`src/rtl/hazard_pkg.sv`:
```
// Shared types and encodings for the decode-stage hazard controller.
// Opcodes, forwarding-select encodings and the in-flight table entry layout.
package hazard_pkg;

    localparam int REG_W = 5;

    localparam logic [6:0] OPC_OP     = 7'b0110011;
    localparam logic [6:0] OPC_OP_IMM = 7'b0010011;
    localparam logic [6:0] OPC_LOAD   = 7'b0000011;
    localparam logic [6:0] OPC_STORE  = 7'b0100011;
    localparam logic [6:0] OPC_BRANCH = 7'b1100011;
    localparam logic [6:0] OPC_JALR   = 7'b1100111;
    localparam logic [6:0] OPC_LUI    = 7'b0110111;
    localparam logic [6:0] OPC_JAL    = 7'b1101111;

    localparam logic [1:0] FWD_RF    = 2'b00;
    localparam logic [1:0] FWD_EXMEM = 2'b01;
    localparam logic [1:0] FWD_MEMWB = 2'b10;

    // Table slots, youngest first; only EX and MEM can create hazards.
    localparam int STG_EX  = 0;
    localparam int STG_MEM = 1;
    localparam int N_STG   = 3;
    localparam int N_HAZ   = 2;

    typedef struct packed {
        logic             valid;
        logic [REG_W-1:0] rd;
        logic             wen;
        logic             is_load;
    } entry_t;

    // EX-slot match wins over MEM-slot match: it holds the younger value.
    function automatic logic [1:0] fwd_sel(input logic hit_ex, input logic hit_mem);
        if (hit_ex)
            return FWD_EXMEM;
        else if (hit_mem)
            return FWD_MEMWB;
        else
            return FWD_RF;
    endfunction

endpackage

```
`src/rtl/instr_reg_use.sv`:
```
// Opcode classifier: which register fields an instruction reads/writes.
module instr_reg_use
    import hazard_pkg::*;
(
    input  logic [6:0] opcode,
    output logic       uses_rs1,
    output logic       uses_rs2,
    output logic       wen,
    output logic       is_load
);

    always_comb begin
        uses_rs1 = 1'b0;
        uses_rs2 = 1'b0;
        wen      = 1'b0;
        is_load  = 1'b0;
        case (opcode)
            OPC_OP: begin
                uses_rs1 = 1'b1;
                uses_rs2 = 1'b1;
                wen      = 1'b1;
            end
            OPC_OP_IMM: begin
                uses_rs1 = 1'b1;
                wen      = 1'b1;
            end
            OPC_LOAD: begin
                uses_rs1 = 1'b1;
                wen      = 1'b1;
                is_load  = 1'b1;
            end
            OPC_STORE, OPC_BRANCH: begin
                uses_rs1 = 1'b1;
                uses_rs2 = 1'b1;
            end
            OPC_JALR: begin
                uses_rs1 = 1'b1;
                wen      = 1'b1;
            end
            OPC_LUI, OPC_JAL: begin
                wen = 1'b1;
            end
            default: ;
        endcase
    end

endmodule

```
`src/rtl/hazard_ctrl.sv`:
```
// Decode-stage interlock/bypass controller tracking EX/MEM/WB destinations.
// Define HAZARD_FWD_EN for bypass selects; otherwise every RAW hazard stalls.
module hazard_ctrl
    import hazard_pkg::*;
(
    input  logic             clk,
    input  logic             rst_n,
    input  logic             id_valid,
    input  logic [6:0]       id_opcode,
    input  logic [REG_W-1:0] id_rs1,
    input  logic [REG_W-1:0] id_rs2,
    input  logic [REG_W-1:0] id_rd,
    input  logic             ex_branch_taken,
    output logic             stall,
    output logic             flush_id,
    output logic [1:0]       fwd_a,
    output logic [1:0]       fwd_b,
    output logic [31:0]      stall_cnt
);

    logic dec_uses_rs1;
    logic dec_uses_rs2;
    logic dec_wen;
    logic dec_is_load;

    instr_reg_use u_dec (
        .opcode   (id_opcode),
        .uses_rs1 (dec_uses_rs1),
        .uses_rs2 (dec_uses_rs2),
        .wen      (dec_wen),
        .is_load  (dec_is_load)
    );

    entry_t           tbl_reg [N_STG];
    entry_t           id_entry;
    logic [N_HAZ-1:0] hit_rs1;
    logic [N_HAZ-1:0] hit_rs2;
    logic             stall_raw;
    logic             advance;
    logic [31:0]      stall_cnt_reg;

    assign id_entry = '{valid: 1'b1, rd: id_rd, wen: dec_wen, is_load: dec_is_load};

    genvar gi;
    generate
        for (gi = 0; gi < N_HAZ; gi++) begin : g_match
            assign hit_rs1[gi] = id_valid & dec_uses_rs1 & tbl_reg[gi].valid & tbl_reg[gi].wen
                               & (tbl_reg[gi].rd != '0) & (tbl_reg[gi].rd == id_rs1);
            assign hit_rs2[gi] = id_valid & dec_uses_rs2 & tbl_reg[gi].valid & tbl_reg[gi].wen
                               & (tbl_reg[gi].rd != '0) & (tbl_reg[gi].rd == id_rs2);
        end
    endgenerate

`ifdef HAZARD_FWD_EN
    // Only a load result is unavailable for bypass from the EX slot.
    assign stall_raw = tbl_reg[STG_EX].is_load & (hit_rs1[STG_EX] | hit_rs2[STG_EX]);
`else
    assign stall_raw = (|hit_rs1) | (|hit_rs2);
`endif

    // A redirect squashes the decode slot, so holding it would be pointless.
    assign flush_id = ex_branch_taken;
    assign stall    = stall_raw & ~flush_id;
    assign advance  = id_valid & ~stall & ~flush_id;

    always_ff @(posedge clk or negedge rst_n) begin
        if (!rst_n)
            tbl_reg[STG_EX] <= '0;
        else
            tbl_reg[STG_EX] <= advance ? id_entry : '0;
    end

    generate
        for (gi = 1; gi < N_STG; gi++) begin : g_shift
            always_ff @(posedge clk or negedge rst_n) begin
                if (!rst_n)
                    tbl_reg[gi] <= '0;
                else
                    tbl_reg[gi] <= tbl_reg[gi-1];
            end
        end
    endgenerate

`ifdef HAZARD_FWD_EN
    logic [1:0] fwd_a_reg;
    logic [1:0] fwd_b_reg;

    always_ff @(posedge clk or negedge rst_n) begin
        if (!rst_n) begin
            fwd_a_reg <= FWD_RF;
            fwd_b_reg <= FWD_RF;
        end else if (advance) begin
            fwd_a_reg <= fwd_sel(hit_rs1[STG_EX], hit_rs1[STG_MEM]);
            fwd_b_reg <= fwd_sel(hit_rs2[STG_EX], hit_rs2[STG_MEM]);
        end else begin
            fwd_a_reg <= FWD_RF;
            fwd_b_reg <= FWD_RF;
        end
    end

    assign fwd_a = fwd_a_reg;
    assign fwd_b = fwd_b_reg;
`else
    assign fwd_a = FWD_RF;
    assign fwd_b = FWD_RF;
`endif

    always_ff @(posedge clk or negedge rst_n) begin
        if (!rst_n)
            stall_cnt_reg <= '0;
        else if (stall && (stall_cnt_reg != '1))
            stall_cnt_reg <= stall_cnt_reg + 32'd1;
    end

    assign stall_cnt = stall_cnt_reg;

endmodule

```
`config.mk`:
```
export PLATFORM = sky130hd
export DESIGN_NAME = hazard_ctrl
export DESIGN_NICKNAME = d
export VERILOG_FILES = /design/src/rtl/hazard_pkg.sv /design/src/rtl/instr_reg_use.sv /design/src/rtl/hazard_ctrl.sv
export SDC_FILE = /design/constraint.sdc
export NUM_CORES = 1
export LEC_CHECK = 0
export BUFFER_PORTS_ARGS = -buffer_cell sky130_fd_sc_hd__buf_2
export CAP_MARGIN = 20
export CORE_MARGIN = 2
export CORE_UTILIZATION = 31
export DETAILED_ROUTE_END_ITERATION = 6
export PLACE_DENSITY = 0.48
export SETUP_SLACK_MARGIN = 0.5
export SLEW_MARGIN = 20
export SYNTH_ARGS = -nofsm -noshare
export SYNTH_HDL_FRONTEND = slang
export SYNTH_SLANG_ARGS = --single-unit
```
`constraint.sdc`:
```
create_clock -name clk -period 2.2 [get_ports clk]
set_input_delay 0.11 -clock clk [delete_from_list [all_inputs] [get_ports clk]]
set_output_delay 0.11 -clock clk [all_outputs]
set_load 0.005 [all_outputs]
```
# Word level (Yosys, flattened, before mapping)
# Index checks and enable logic that the tools add are counted.
[op_classes]
addsub = 1
n_eq_ne = 13
muxes = 5
n_bitwise = 24
reduce_logical = 8
[ops]
columns = ["operator", "count"]
rows = [
  ["adder 32 x 1 -> 32 bit, second input constant", 1],
  ["!= test 32 bit, second input constant", 1],
  ["bitwise AND 1 bit", 21],
  ["equality test 7 x 6 -> 1 bit, second input constant", 3],
  ["equality test 7 bit, second input constant", 3],
  ["equality test 5 bit", 4],
  ["OR reduction 6 bit", 2],
  ["nonzero test 5 bit", 2],
  ["two-way mux 8 bit", 1],
  ["equality test 7 x 2 -> 1 bit, second input constant", 1],
  ["equality test 7 x 5 -> 1 bit, second input constant", 1],
  ["two-way mux 1 bit", 4],
  ["OR reduction 2 bit", 2],
  ["OR reduction 3 bit", 1],
  ["inverter 1 bit", 2],
  ["logical AND 1 bit", 1],
  ["bitwise OR 1 bit", 1],
]
[totals]
ff_bits = 46
out_inout_bits = 38
word_cells = 58

# Logic depth before layout (Yosys ltp)
# Gate-level depths: netlist (run 1).
[depth]
ltp_word = 15
depth_mapped = 8
mapped_depth_nobuf = 7

# Hierarchy
# Synthesis (run 1) repeated with hierarchy kept, for this count alone.
[hier_totals]
cells_unflattened = 232
hier_area_um2 = 2453.6
[by_module_without_submodules]
columns = ["module", "instances", "cells_each", "area_each_um2", "seq_area_each_um2"]
rows = [
  ["hazard_ctrl", 1, 219, 2359.8, 1151.1],
  ["instr_reg_use", 1, 13, 93.8, 0.0],
]

# Worst setup path after synthesis (run 1)
# Ideal clock, no wire load.
[synth_timing]
path_kind = "reg2reg"
from = "reg tbl_reg[11] in the netlist's numbering"
to = "reg stall_cnt_reg[1] (netlist: stall_cnt[1])"
arrival_time_ps = 1918
t_required_ps = 2073
setup_slack_ps = 155
path_stages_with_launch = 9
period_less_slack_ps = 2045
cell_sequence = "dfrtp_1 or4_1 o211ai_2 nor4_2 nor2_1 o22ai_2 buf_6 nand2_2 mux2_1"
[synth_via]
elab_chain_cells = 7
elab_cells_between_ends = 12
cone_classes = "2 x eq/ne; 6 x bitwise; 4 x reduce/logical"
[synth_rtl]
columns = ["element", "line", "source"]
rows = [
  ["start, declared", "hazard_ctrl.sv:34", "entry_t tbl_reg [N_STG];"],
  ["start signal, assigned by index", "hazard_ctrl.sv:79", "tbl_reg[gi] <= tbl_reg[gi-1];"],
  ["nonzero test 5 bit", "hazard_ctrl.sv:48, hazard_ctrl.sv:50", ""],
  ["bitwise AND 1 bit (on tied branches) (2 in series)", "hazard_ctrl.sv:48, hazard_ctrl.sv:50", ""],
  ["OR reduction 2 bit", "hazard_ctrl.sv:58", "assign stall_raw = (|hit_rs1) | (|hit_rs2);"],
  ["bitwise OR 1 bit *", "hazard_ctrl.sv:58", ""],
  ["bitwise AND 1 bit *", "hazard_ctrl.sv:63", "assign stall = stall_raw & ~flush_id;"],
  ["logical AND 1 bit *", "hazard_ctrl.sv:111", "else if (stall && (stall_cnt_reg != '1))"],
  ["end signal, assigned", "hazard_ctrl.sv:112", "stall_cnt_reg <= stall_cnt_reg + 32'd1;"],
  ["end, declared", "hazard_ctrl.sv:40", "logic [31:0] stall_cnt_reg;"],
]
# Mark *: on every way between the ends. The rest lies on a longest branch, timed or not.
# A chain may end at the register's enable or synchronous reset.

# Worst setup path in the final report (run 1)
[layout_timing]
from = "reg tbl_reg[12] in the netlist's numbering"
to = "out stall"
[layout_via]
elab_chain_cells = 6
elab_cells_between_ends = 11
cone_classes = "2 x eq/ne; 6 x bitwise; 3 x reduce/logical"
[layout_rtl]
columns = ["element", "line", "source"]
rows = [
  ["nonzero test 5 bit", "hazard_ctrl.sv:48, hazard_ctrl.sv:50", ""],
  ["bitwise AND 1 bit (on tied branches) (2 in series)", "hazard_ctrl.sv:48, hazard_ctrl.sv:50", ""],
  ["OR reduction 2 bit", "hazard_ctrl.sv:58", ""],
  ["bitwise OR 1 bit *", "hazard_ctrl.sv:58", ""],
  ["bitwise AND 1 bit *", "hazard_ctrl.sv:63", ""],
  ["end, declared", "hazard_ctrl.sv:14", "output logic stall,"],
]
# Marked as above.

==> key figures, run 1 <==
Run status
  – Outcome: finished with violations
  – Failing checks: setup timing

Run
  – Number of max-cap violations: 0

Clock network
  – Clock buffer depth: 2
  – CTS Buf Count: 5
  – Worst-skew pair later-pin latency: 0.31 ns
  – Clock sinks: 46
  – H-tree levels: 2
  – Root buf cell: clkbuf_8
  – CTS tree: yes
  – CTS clk-pin slew, worst paths: 0.10 ns

Global route
  – Initial antenna violation count: 0
  – Gr ovfl total: 0
  – GRT Overall Usage: 15.1%
  – Pin count of the biggest net entering global routing: 25
  – Vias in the first global route: 2091
  – First-pass GRT wire length: 10400 µm

Layout
  – Nets: 349
  – Fraction of layout cells with a size suffix above 1: 44.9%
  – Area growth from synthesis to layout: 39.0%
  – Max reg flops: 32
  – Most frequent cells in the layout: buf_2 (58), dfrtp_1 (45), xnor2_1 (29)
  – Final Util: 44.7%
  – Antenna diodes: 0
  – Most common cell after layout, fill and taps aside: buf_2

Critical path
  – Startpoint class of the critical path: flip-flop
  – CP required: 2.09 ns
  – Max incr delay on CP: 0.56 ns
  – WS Path Type: reg -> out
  – Reg-to-reg slack, setup: -0.01 ns
  – Worst path slowest cell: or4_4
  – Crit-path cells: or4_4 > o211ai_4 > nor4_4 > nor2_1 > o22ai_2 > buf_12 > buf_6
  – Top delay family on crit path: simple AND/OR/NAND/NOR gates
  – Critical path endpoint category: output port
  – Critical path fanouts, max: 6
  – WP buf/inv: 2
  – Crit path arrival time: 2.12 ns

Die
  – Top Ports: 64
  – Core Box Area: 0.00777 mm²
  – Die width: 93.8 µm
  – Rows: 32
  – Die Span Y: 93.8 µm
  – Starting density of the core: 32.2%
  – Die Footprint: 0.00879 mm²

Routing
  – Drt pass-1 iters: 4
  – Vias per std cell: 4.79
  – DRC Markers: 0
  – Avg WL per Cell: 15.0 µm
  – Detail Route Antenna Nets: 0
  – Detailed Route Iter0 Violations: 49
  – Total wire length: 6390 µm
  – Via Count: 2034

Pwr
  – Worst ir drop on vdd: 0.000224 V
  – Combinational power share: 9.1%
  – Leak: 1.66 nW
  – PwrDens: 447 mW/mm²
  – Seq pwr share: 55.7%
  – Clock share of power: 35.2%
  – P_int: 1.15 mW
  – Net switching power: 0.401 mW
  – Sw frac: 25.9%

Placed design
  – Detail Placement HPWL: 4590 µm
  – Placer Congestion: 0.840
  – Port Buffers: 59

Synth
  – Synth cell types: 40
  – Mapped Area: 0.00250 mm²
  – FFs w/ async S/R, synth: 100%
  – Mapped Cells: 235
  – Post-synth EDFFs: 0
  – Seq cells post-synth: 46
  – Seq/Total Area, Yosys: 46.1%
  – Syn_area_per_cell: 10.6 µm²
  – Synth Flop Type: dfrtp_1
  – Ys Warns: 0

Timing
  – Worst-Margin Slew: 0.535 ns
  – Worst Skew: 0.0153 ns
  – Max Clock Freq: 449 MHz
  – Setup WS post-layout: -0.0263 ns
  – Post-Route Setup TNS: -0.0399 ns
  – Final Cycle Share: 101%
  – Post-layout min period: 2.23 ns
  – Final slew viol count: 0
  – Final Hold Viols: 0
  – Final Setup Violations: 2
  – Slew margin rel.: 64.3%
  – RSZ-0062 raised after global routing: yes

Worst hold path
  – Hold WC Path Type: in -> reg
per-layer routing:
metal | up-vias | share of wire [%] | global-route usage (%)
li1 | 1000 | - | -
met3 | 5 | 4.0 | 3.13
met4 | 0 | 0.70 | 3.26
met5 | - | 0 | 0
met1 | 985 | 46 | 19.8
met2 | 44 | 49 | 25.7
area by class of cell:
class                           instances  area, µm²
Clock buffer                            5       68.8
Clock inverter                          3       25.0
Timing Repair Buffer                   89        589
Inverter                                2       7.51
Sequential cell                        46       1150
Multi-Input combinational cell        178       1500
Tap cell                              102        128
Fill cell                             773       4290
metrics by stage:
| step | hold WS, ns | cells | setup WS, ns | power, mW | instance area (µm²) |
|---|---|---|---|---|---|
| after global routing | 0.0382 | 425 | -0.111 | 1.63 | 3470 |
| after CTS | 0.0439 | 424 | 0.00910 | 1.59 | 3380 |
| after floorplan | -0.186 | 238 | 0.165 | 0.934 | 2530 |
| after detailed placement | 0.138 | 405 | 0.00392 | 0.998 | 3030 |
| after global placement | 0.130 | 405 | 0.0609 | 0.999 | 3030 |
| final | 0.0539 | 425 | -0.0263 | 1.55 | 3470 |
Yosys cell counts (2+ instances only):
cell / n / area share (%)
dfrtp_1: 46 / 46
xnor2_1: 40 / 14
and3_1: 19 / 4.8
nand2_1: 18 / 2.7
nand3_1: 18 / 3.6
nand4_1: 16 / 4.0
nor2_1: 10 / 1.5
xor2_1: 10 / 3.5
buf_4: 6 / 1.8
nor3_1: 5 / 1.0
nor4_2: 5 / 2.5
buf_6: 3 / 1.4
a2111oi_2: 2 / 1.2
and2_1: 2 / 0.50
and4_1: 2 / 0.70
buf_2: 2 / 0.40
inv_1: 2 / 0.30
nand2_2: 2 / 0.50
nor3b_1: 2 / 0.60
nor4b_1: 2 / 0.70
o211ai_2: 2 / 1.0
o21ai_1: 2 / 0.40
or4_1: 2 / 0.60
timing repair:
item | in CTS | in global routing
hold endpoints to repair | 22 | 0
setup buffers | 9 | 1
pin swaps | 32 | 10
endpoints found under the setup margin | 40 | 40
resized for setup | 32 | 13
gates cloned | 1 | 0
hold buffers | 1 | 0
cells by family after synthesis:
logic type / share of synthesized area [%]
xor+xnor: 17.5
mux: 0.451
compound gates: 3.91
buf+inv: 4.01
fa+ha+maj: 0.501
other cells: 0.150
flops: 46.1
simple gates: 27.4
power by group through the flow:
stage               registers (mW)  clock network [mW]  logic [mW]
global route                 0.866               0.612       0.155
floorplan                    0.879                   0      0.0551
global placement             0.879                   0       0.120
CTS                          0.864               0.580       0.143
finish                       0.864               0.546       0.141
detailed placement           0.879                   0       0.119
worst paths after layout:
path / startpoint / to / cells past startpoint
setup / recovery: tbl_reg[12]$_DFF_PN0_ / stall / 7
hold / removal: id_rd[4] / tbl_reg[22]$_DFF_PN0_ / 2
setup reg to reg: tbl_reg[12]$_DFF_PN0_ / stall_cnt[28]$_DFFE_PN0P_ / 10
hold reg to reg: tbl_reg[23]$_DFF_PN0_ / tbl_reg[15]$_DFF_PN0_ / 0
max in group asynchronous: rst_n / tbl_reg[18]$_DFF_PN0_ / 3
min in group asynchronous: rst_n / tbl_reg[11]$_DFF_PN0_ / 2
No activity file was read; power rests on OpenSTA's default activity.
==> run 2, diff against run 1 <==
==> constraint.sdc (replaced) <==
create_clock -name clk -period 2.9 [get_ports clk]
set_input_delay 0.145 -clock clk [delete_from_list [all_inputs] [get_ports clk]]
set_output_delay 0.145 -clock clk [all_outputs]
set_load 0.005 [all_outputs]
==> key figures, run 2 (synthesis results as in run 1) <==
Pwr
  – Combinational power share: 7.2% (was 9.1%)
  – Sw frac: 23.5% (was 25.9%)
  – Net switching power: 0.269 mW (was 0.401 mW)
  – Seq pwr share: 57.1% (was 55.7%)
  – P_int: 0.878 mW (was 1.15 mW)
  – Clock share of power: 35.7% (was 35.2%)
  – Leak: 1.40 nW (was 1.66 nW)
  – Worst ir drop on vdd: 0.000163 V (was 0.000224 V)
  – PwrDens: 383 mW/mm² (was 447 mW/mm²)

Clock network
  – CTS tree: yes (unchanged)
  – Clock sinks: 46 (unchanged)
  – CTS clk-pin slew, worst paths: 0.09 ns (was 0.10 ns)
  – Worst-skew pair later-pin latency: 0.30 ns (was 0.31 ns)
  – H-tree levels: 2 (unchanged)
  – Root buf cell: clkbuf_8 (unchanged)
  – Clock buffer depth: 2 (unchanged)
  – CTS Buf Count: 5 (unchanged)

Global route
  – First-pass GRT wire length: 9360 µm (was 10400 µm)
  – GRT Overall Usage: 13.6% (was 15.1%)
  – Vias in the first global route: 1871 (was 2091)
  – Pin count of the biggest net entering global routing: 47 (was 25)
  – Initial antenna violation count: 0 (unchanged)
  – Gr ovfl total: 0 (unchanged)

Placed design
  – Detail Placement HPWL: 4210 µm (was 4590 µm)
  – Placer Congestion: 0.762 (was 0.840)
  – Port Buffers: 59 (unchanged)
  – Placed cell count: 390 (was 405)

Layout
  – Max reg flops: 32 (unchanged)
  – Most common cell after layout, fill and taps aside: buf_2 (unchanged)
  – Non-Filler Instances: 401 (was 425)
  – Antenna diodes: 0 (unchanged)
  – Final Util: 38.5% (was 44.7%)
  – Most frequent cells in the layout: buf_2 (58), dfrtp_1 (46), xnor2_1 (40) (was buf_2 (58), dfrtp_1 (45), xnor2_1 (29))
  – Area growth from synthesis to layout: 19.8% (was 39.0%)
  – Nets: 325 (was 349)
  – Fraction of layout cells with a size suffix above 1: 29.8% (was 44.9%)

Routing
  – DRC Markers: 0 (unchanged)
  – Total wire length: 5690 µm (was 6390 µm)
  – Via Count: 1908 (was 2034)
  – Detail Route Antenna Nets: 0 (unchanged)
  – Vias per std cell: 4.76 (was 4.79)
  – Avg WL per Cell: 14.2 µm (was 15.0 µm)
  – Detailed Route Iter0 Violations: 62 (was 49)
  – Drt pass-1 iters: 4 (unchanged)

Critical path
  – Crit path arrival time: 2.13 ns (was 2.12 ns)
  – WS Path Type: reg -> out (unchanged)
  – Startpoint class of the critical path: flip-flop (unchanged)
  – CP required: 2.76 ns (was 2.09 ns)
  – Critical path endpoint category: output port (unchanged)
  – Critical path fanouts, max: 11 (was 6)

Timing
  – Final Setup Violations: 0 (was 2)
  – Final Hold Viols: 0 (unchanged)
  – Final Cycle Share: 78.3%
  – Worst Skew: 0.00888 ns (was 0.0153 ns)
  – RSZ-0062 raised after global routing: no (was yes)
  – Worst-Margin Slew: 0.594 ns (was 0.535 ns)
  – Final slew viol count: 0 (unchanged)
  – Worst hold slack: 0.0843 ns (was 0.0539 ns)
  – Slew margin rel.: 60.4% (was 64.3%)
  – Post-layout min period: 2.27 ns
  – Max Clock Freq: 440 MHz
  – Post-Route Setup TNS: 0 ns (was -0.0399 ns)

Run
  – Number of max-cap violations: 0 (unchanged)

Die
  – Die Footprint: 0.00879 mm² (unchanged)
  – Core Box Area: 0.00777 mm² (unchanged)
  – Top Ports: 64 (unchanged)
  – Rows: 32 (unchanged)
  – Starting density of the core: 32.2% (unchanged)
  – Die Span Y: 93.8 µm (unchanged)
  – Die width: 93.8 µm (unchanged)

Run status
  – Outcome: completed (was finished with violations)

Worst hold path
  – Hold WC Path Type: in -> reg (unchanged)
==> run 2: final timing paths <==
kind | to | slack, ns | from | depth (start not counted)
worst max-delay path | stall | 0.63 | tbl_reg[11]$_DFF_PN0_ | 6
worst min-delay path | tbl_reg[21]$_DFF_PN0_ | 0.08 | id_rd[3] | 2
worst max register to register | stall_cnt[1]$_DFFE_PN0P_ | 0.69 | stall_cnt[6]$_DFFE_PN0P_ | 6
worst min register to register | tbl_reg[15]$_DFF_PN0_ | 0.40 | tbl_reg[23]$_DFF_PN0_ | 0
max in group asynchronous | tbl_reg[17]$_DFF_PN0_ | 2.10 | rst_n | 2
min in group asynchronous | stall_cnt[14]$_DFFE_PN0P_ | 0.39 | rst_n | 2
==> run 2: per-layer routing <==
metal  track usage (%)  vias to the layer above  wire [µm]
met5                 0                        -          0
met4              3.99                        0         37
met2              21.1                       45       2640
li1                  -                      944          -
met1              18.8                      917       2750
met3              3.13                        2        261
==> run 2: power groups by stage <==
stage                     logic (mW)  registers [mW]  clock network, mW
after floorplan               0.0414           0.667                  0
after global placement        0.0803           0.669                  0
after detailed placement      0.0799           0.669                  0
after CTS                     0.0803           0.656              0.430
after global routing          0.0935           0.657              0.457
final                         0.0820           0.655              0.410
==> run 2: critical path, stage by stage (launching register included) <==
cell and delay, ns:
dfrtp_1 0.41, or4_1 0.55, o211ai_2 0.24, nor4_2 0.10
nor2_1 0.19, o22ai_4 0.17, buf_2 0.16
==> run 2: area by class of cell <==
class,instances,area (µm²)
multi-input combinational,178,1270
fill,808,4770
timing repair buffer,65,345
tap,102,128
clock buffer,7,86.3
inverter,2,7.51
sequential,46,1150
clock inverter,1,5.00
==> run 2: what timing repair did <==
action / 4_1_cts / 5_1_grt
endpoints found under the hold margin: 0 / 46
endpoints found under the setup margin: 0 / 22
buffers inserted: 0 / 2
resized for setup: 0 / 2
hold buffers: 0 / 1
==> run 2: stage by stage <==
step / power (mW) / cell area [µm²] / worst slack, ns
finish: 1.15 / 2990 / 0.628
global route: 1.21 / 2990 / 0.520
CTS: 1.17 / 2950 / 0.529
detailed placement: 0.749 / 2860 / 0.571
global placement: 0.749 / 2860 / 0.612
floorplan: 0.708 / 2510 / 0.855
==> run 3, diff against run 2 <==
--- a/config.mk
+++ b/config.mk
@@ -5,12 +5,13 @@
 export SDC_FILE = /design/constraint.sdc
 export NUM_CORES = 1
 export LEC_CHECK = 0
+export ABC_AREA = 1
 export BUFFER_PORTS_ARGS = -buffer_cell sky130_fd_sc_hd__buf_2
 export CAP_MARGIN = 20
 export CORE_MARGIN = 2
 export CORE_UTILIZATION = 31
 export DETAILED_ROUTE_END_ITERATION = 6
-export PLACE_DENSITY = 0.48
+export PLACE_DENSITY = 0.49
 export SETUP_SLACK_MARGIN = 0.5
 export SLEW_MARGIN = 20
 export SYNTH_ARGS = -nofsm -noshare
==> constraint.sdc (replaced) <==
create_clock -name clk -period 2.01 [get_ports clk]
set_input_delay 0.1005 -clock clk [delete_from_list [all_inputs] [get_ports clk]]
set_output_delay 0.1005 -clock clk [all_outputs]
set_load 0.005 [all_outputs]
==> key figures, run 3 <==
Critical path
  – Critical path fanouts, max: 8 (was 11)
  – Crit path arrival time: 2.01 ns (was 2.13 ns)
  – Worst path slowest cell: dfrtp_1 (was or4_1)
  – Startpoint class of the critical path: flip-flop (unchanged)
  – CP required: 2.20 ns (was 2.76 ns)
  – Critical path endpoint category: flip-flop (was output port)
  – Crit-path cells: ha_4 > nand3_4 > nor2_4 > nand4_2 > nor2_4 > nand3_2 > nand3_4 > buf_12 > nor2_1 > nand2_1 > nand2_1 (was or4_1 > o211ai_2 > nor4_2 > nor2_1 > o22ai_4 > buf_2)
  – Top delay family on crit path: simple AND/OR/NAND/NOR gates (unchanged)
  – Max incr delay on CP: 0.40 ns (was 0.55 ns)
  – WS Path Type: reg -> reg (was reg -> out)
  – WP buf/inv: 1 (unchanged)

Clock network
  – Clock sinks: 46 (unchanged)
  – CTS clk-pin slew, worst paths: 0.09 ns (about the same)
  – CTS tree: yes (unchanged)
  – CTS Buf Count: 5 (unchanged)
  – H-tree levels: 2 (unchanged)
  – Worst-skew pair later-pin latency: 0.30 ns (about the same)
  – Root buf cell: clkbuf_8 (unchanged)
  – Clock buffer depth: 2 (unchanged)

Layout
  – Nets: 557 (was 325)
  – Most frequent cells in the layout: nand2_1 (119), inv_1 (76), buf_2 (59) (was buf_2 (58), dfrtp_1 (46), xnor2_1 (40))
  – Fillcell total: 1006 (was 808)
  – Final Instance Area: 0.00399 mm² (was 0.00299 mm²)
  – Area growth from synthesis to layout: 33.4% (was 19.8%)
  – Fraction of layout cells with a size suffix above 1: 30.9% (was 29.8%)
  – Final Util: 43.0% (was 38.5%)
  – Most common cell after layout, fill and taps aside: nand2_1 (was buf_2)
  – Antenna diodes: 0 (unchanged)
  – Max reg flops: 32 (unchanged)

Synth
  – Seq cells post-synth: 46 (unchanged)
  – Mapped Area: 0.00299 mm² (was 0.00250 mm²)
  – Synth cell types: 33 (was 40)
  – Mapped Cells: 428 (was 235)
  – Post-synth top cells: nand2_1 (128), inv_1 (79), dfrtp_1 (46), nor2_1 (46), nand3_1 (21) (was dfrtp_1 (46), xnor2_1 (40), and3_1 (19))
  – Most common cell in the netlist: nand2_1 (was dfrtp_1)
  – Largest area contributor in the netlist: dfrtp_1 (unchanged)
  – Yosys top cell area share: 38.5% (was 46.1%)
  – Largest cells by area after synthesis: dfrtp_1 (38%), nand2_1 (16%), inv_1 (9.9%) (was dfrtp_1 (46%), xnor2_1 (14%), and3_1 (4.8%))
  – Syn_area_per_cell: 6.99 µm² (was 10.6 µm²)
  – Ys Warns: 0 (unchanged)
  – Seq/Total Area, Yosys: 38.5% (was 46.1%)
  – FFs w/ async S/R, synth: 100% (unchanged)
  – Synth Flop Type: dfrtp_1 (unchanged)
  – Post-synth EDFFs: 0 (unchanged)

Run
  – Number of max-cap violations: 0 (unchanged)

Die
  – Starting density of the core: 32.2% (about the same)
  – Rows: 35 (was 32)
  – Core Box Area: 0.00928 mm² (was 0.00777 mm²)
  – Top Ports: 64 (unchanged)
  – Die Footprint: 0.0104 mm² (was 0.00879 mm²)
  – Die width: 102 µm (was 93.8 µm)
  – Die Span Y: 102 µm (was 93.8 µm)

Pwr
  – P_int: 1.36 mW (was 0.878 mW)
  – PwrDens: 450 mW/mm² (was 383 mW/mm²)
  – Combinational power share: 7.9% (was 7.2%)
  – Seq pwr share: 52.6% (was 57.1%)
  – Net switching power: 0.435 mW (was 0.269 mW)
  – Clock share of power: 39.5% (was 35.7%)
  – Pwr Total: 1.80 mW (was 1.15 mW)
  – Sw frac: 24.2% (was 23.5%)
  – Worst ir drop on vdd: 0.000272 V (was 0.000163 V)
  – Leak: 2.17 nW (was 1.40 nW)

Run status
  – Outcome: completed (unchanged)

Routing
  – Via Count: 2921 (was 1908)
  – Met2 WL: 3700 µm (was 2640 µm)
  – Vias per std cell: 4.43 (was 4.76)
  – Detail Route Antenna Nets: 0 (unchanged)
  – Detailed Route Iter0 Violations: 96 (was 62)
  – Met3 Wirelength: 293 µm (was 261 µm)
  – Met1 WL: 3930 µm (was 2750 µm)
  – Drt pass-1 iters: 4 (unchanged)
  – Highest routed layer: met4 (unchanged)
  – Total wire length: 8010 µm (was 5690 µm)
  – Avg WL per Cell: 12.1 µm (was 14.2 µm)
  – DRC Markers: 0 (unchanged)

Timing
  – Final Setup Violations: 0 (unchanged)
  – Post-Route Setup TNS: 0 ns (unchanged)
  – RSZ-0062 raised after global routing: yes (was no)
  – Final Cycle Share: 90.4%
  – Worst Skew: 0.00240 ns (was 0.00888 ns)
  – Post-layout min period: 1.82 ns
  – Final Hold Viols: 0 (unchanged)
  – Worst-Margin Slew: 0.594 ns (about the same)
  – Final slew viol count: 0 (unchanged)
  – Max Clock Freq: 551 MHz
  – Slew margin rel.: 60.4% (about the same)

Global route
  – GRT Overall Usage: 15.5% (was 13.6%)
  – First-pass GRT wire length: 12600 µm (was 9360 µm)
  – Gr ovfl total: 0 (unchanged)
  – Pin count of the biggest net entering global routing: 25 (was 47)
  – Vias in the first global route: 2599 (was 1871)
  – Initial antenna violation count: 0 (unchanged)

Worst hold path
  – Hold WC Path Type: in -> reg (unchanged)

Placed design
  – Port Buffers: 59 (unchanged)
  – Post-Place Cell Area: 0.00349 mm² (was 0.00286 mm²)
  – Placer Congestion: 0.839 (was 0.762)
  – Detail Placement HPWL: 5980 µm (was 4210 µm)
## run 3: cell types whose count changed after synthesis, sizes merged, moves of 9 or more
cell	before	now
inv	2	85
o21ai	3	21
nand2	20	133
and3	19	0
xnor2	40	3
nor2	11	56
nand3	19	28
## run 3: cells by family (layout without fill, tap and decap cells)
kind of cell | after synthesis | count (layout) | share of synthesized area, %
other cells | 1 | 4 | 0.125
simple gates | 252 | 252 | 40.8
fa+ha+maj | 1 | 1 | 0.418
xor+xnor | 7 | 7 | 2.05
compound gates | 28 | 28 | 5.11
flops | 46 | 46 | 38.5
buf+inv | 93 | 193 | 13.1
## run 3: power by group through the flow
stage | clock, mW | sequential [mW] | combinational [mW]
after floorplan | 0 | 0.960 | 0.0679
after global placement | 0 | 0.963 | 0.132
after detailed placement | 0 | 0.963 | 0.132
after CTS | 0.734 | 0.945 | 0.141
after global routing | 0.776 | 0.947 | 0.162
final | 0.710 | 0.945 | 0.141
## run 3: area by class of cell
| class | count | area [µm²] | share of cell area, % |
|---|---|---|---|
| flip-flops and latches | 46 | 1150 | 29.0 |
| clock inverters | 3 | 45.0 | 1.13 |
| repair inverters | 1 | 5.00 | 0.125 |
| inverters | 85 | 327 | 8.19 |
| multi-input cells | 292 | 1580 | 39.7 |
| repair buffers | 99 | 643 | 16.1 |
| clock buffers | 5 | 68.8 | 1.73 |
| well taps | 129 | 161 | 4.05 |
## run 3: path summary, 6_finish.rpt
check / from / depth (start not counted) / end / slack (ns)
worst min-delay path: id_rd[4] / 3 / tbl_reg[22]$_DFF_PN0_ / 0.02
worst max-delay path: stall_cnt[0]$_DFFE_PN0P_ / 11 / stall_cnt[14]$_DFFE_PN0P_ / 0.19
worst min register to register: tbl_reg[23]$_DFF_PN0_ / 0 / tbl_reg[15]$_DFF_PN0_ / 0.39
worst max register to register: stall_cnt[0]$_DFFE_PN0P_ / 11 / stall_cnt[14]$_DFFE_PN0P_ / 0.19
min in group asynchronous: rst_n / 2 / stall_cnt[18]$_DFFE_PN0P_ / 0.32
max in group asynchronous: rst_n / 3 / stall_cnt[20]$_DFFE_PN0P_ / 1.08
## run 3: what timing repair did
| item | 4_1_cts | 5_1_grt |
|---|---|---|
| setup buffers | 13 | 8 |
| resized for setup | 16 | 29 |
| cloned | 2 | 1 |
| pin swaps | 11 | 10 |
| setup endpoints to repair | 40 | 40 |
| hold buffers | 5 | 0 |
| endpoints found under the hold margin | 26 | 0 |
## run 3: stage by stage
| stage | setup slack [ns] | cells | hold WS (ns) |
|---|---|---|---|
| 2_1_floorplan | 0.275 | 431 | -0.195 |
| 3_3_place_gp | 0.152 | 623 | 0.136 |
| 3_5_place_dp | 0.105 | 623 | 0.138 |
| 4_1_cts | 0.141 | 651 | 0.00349 |
| 5_1_grt | 0.0558 | 660 | 0.0164 |
| 6_report | 0.194 | 660 | 0.0187 |
## run 3: per-layer routing
layer  GRT usage [%]  up-vias
li1                -     1511
met1            21.9     1345
met2            24.6       57
met3            2.53        8
met4            4.31        0
met5               0        -
## run 3: worst register-to-register path, delay by kind of cell, from the launching register on
kind,cells,cell delay (ns)
adder cells (fa/ha/maj),1,0.17
buffers and inverters,1,0.14
flip-flops,1,0.40
AND/OR/NAND/NOR,9,1.01
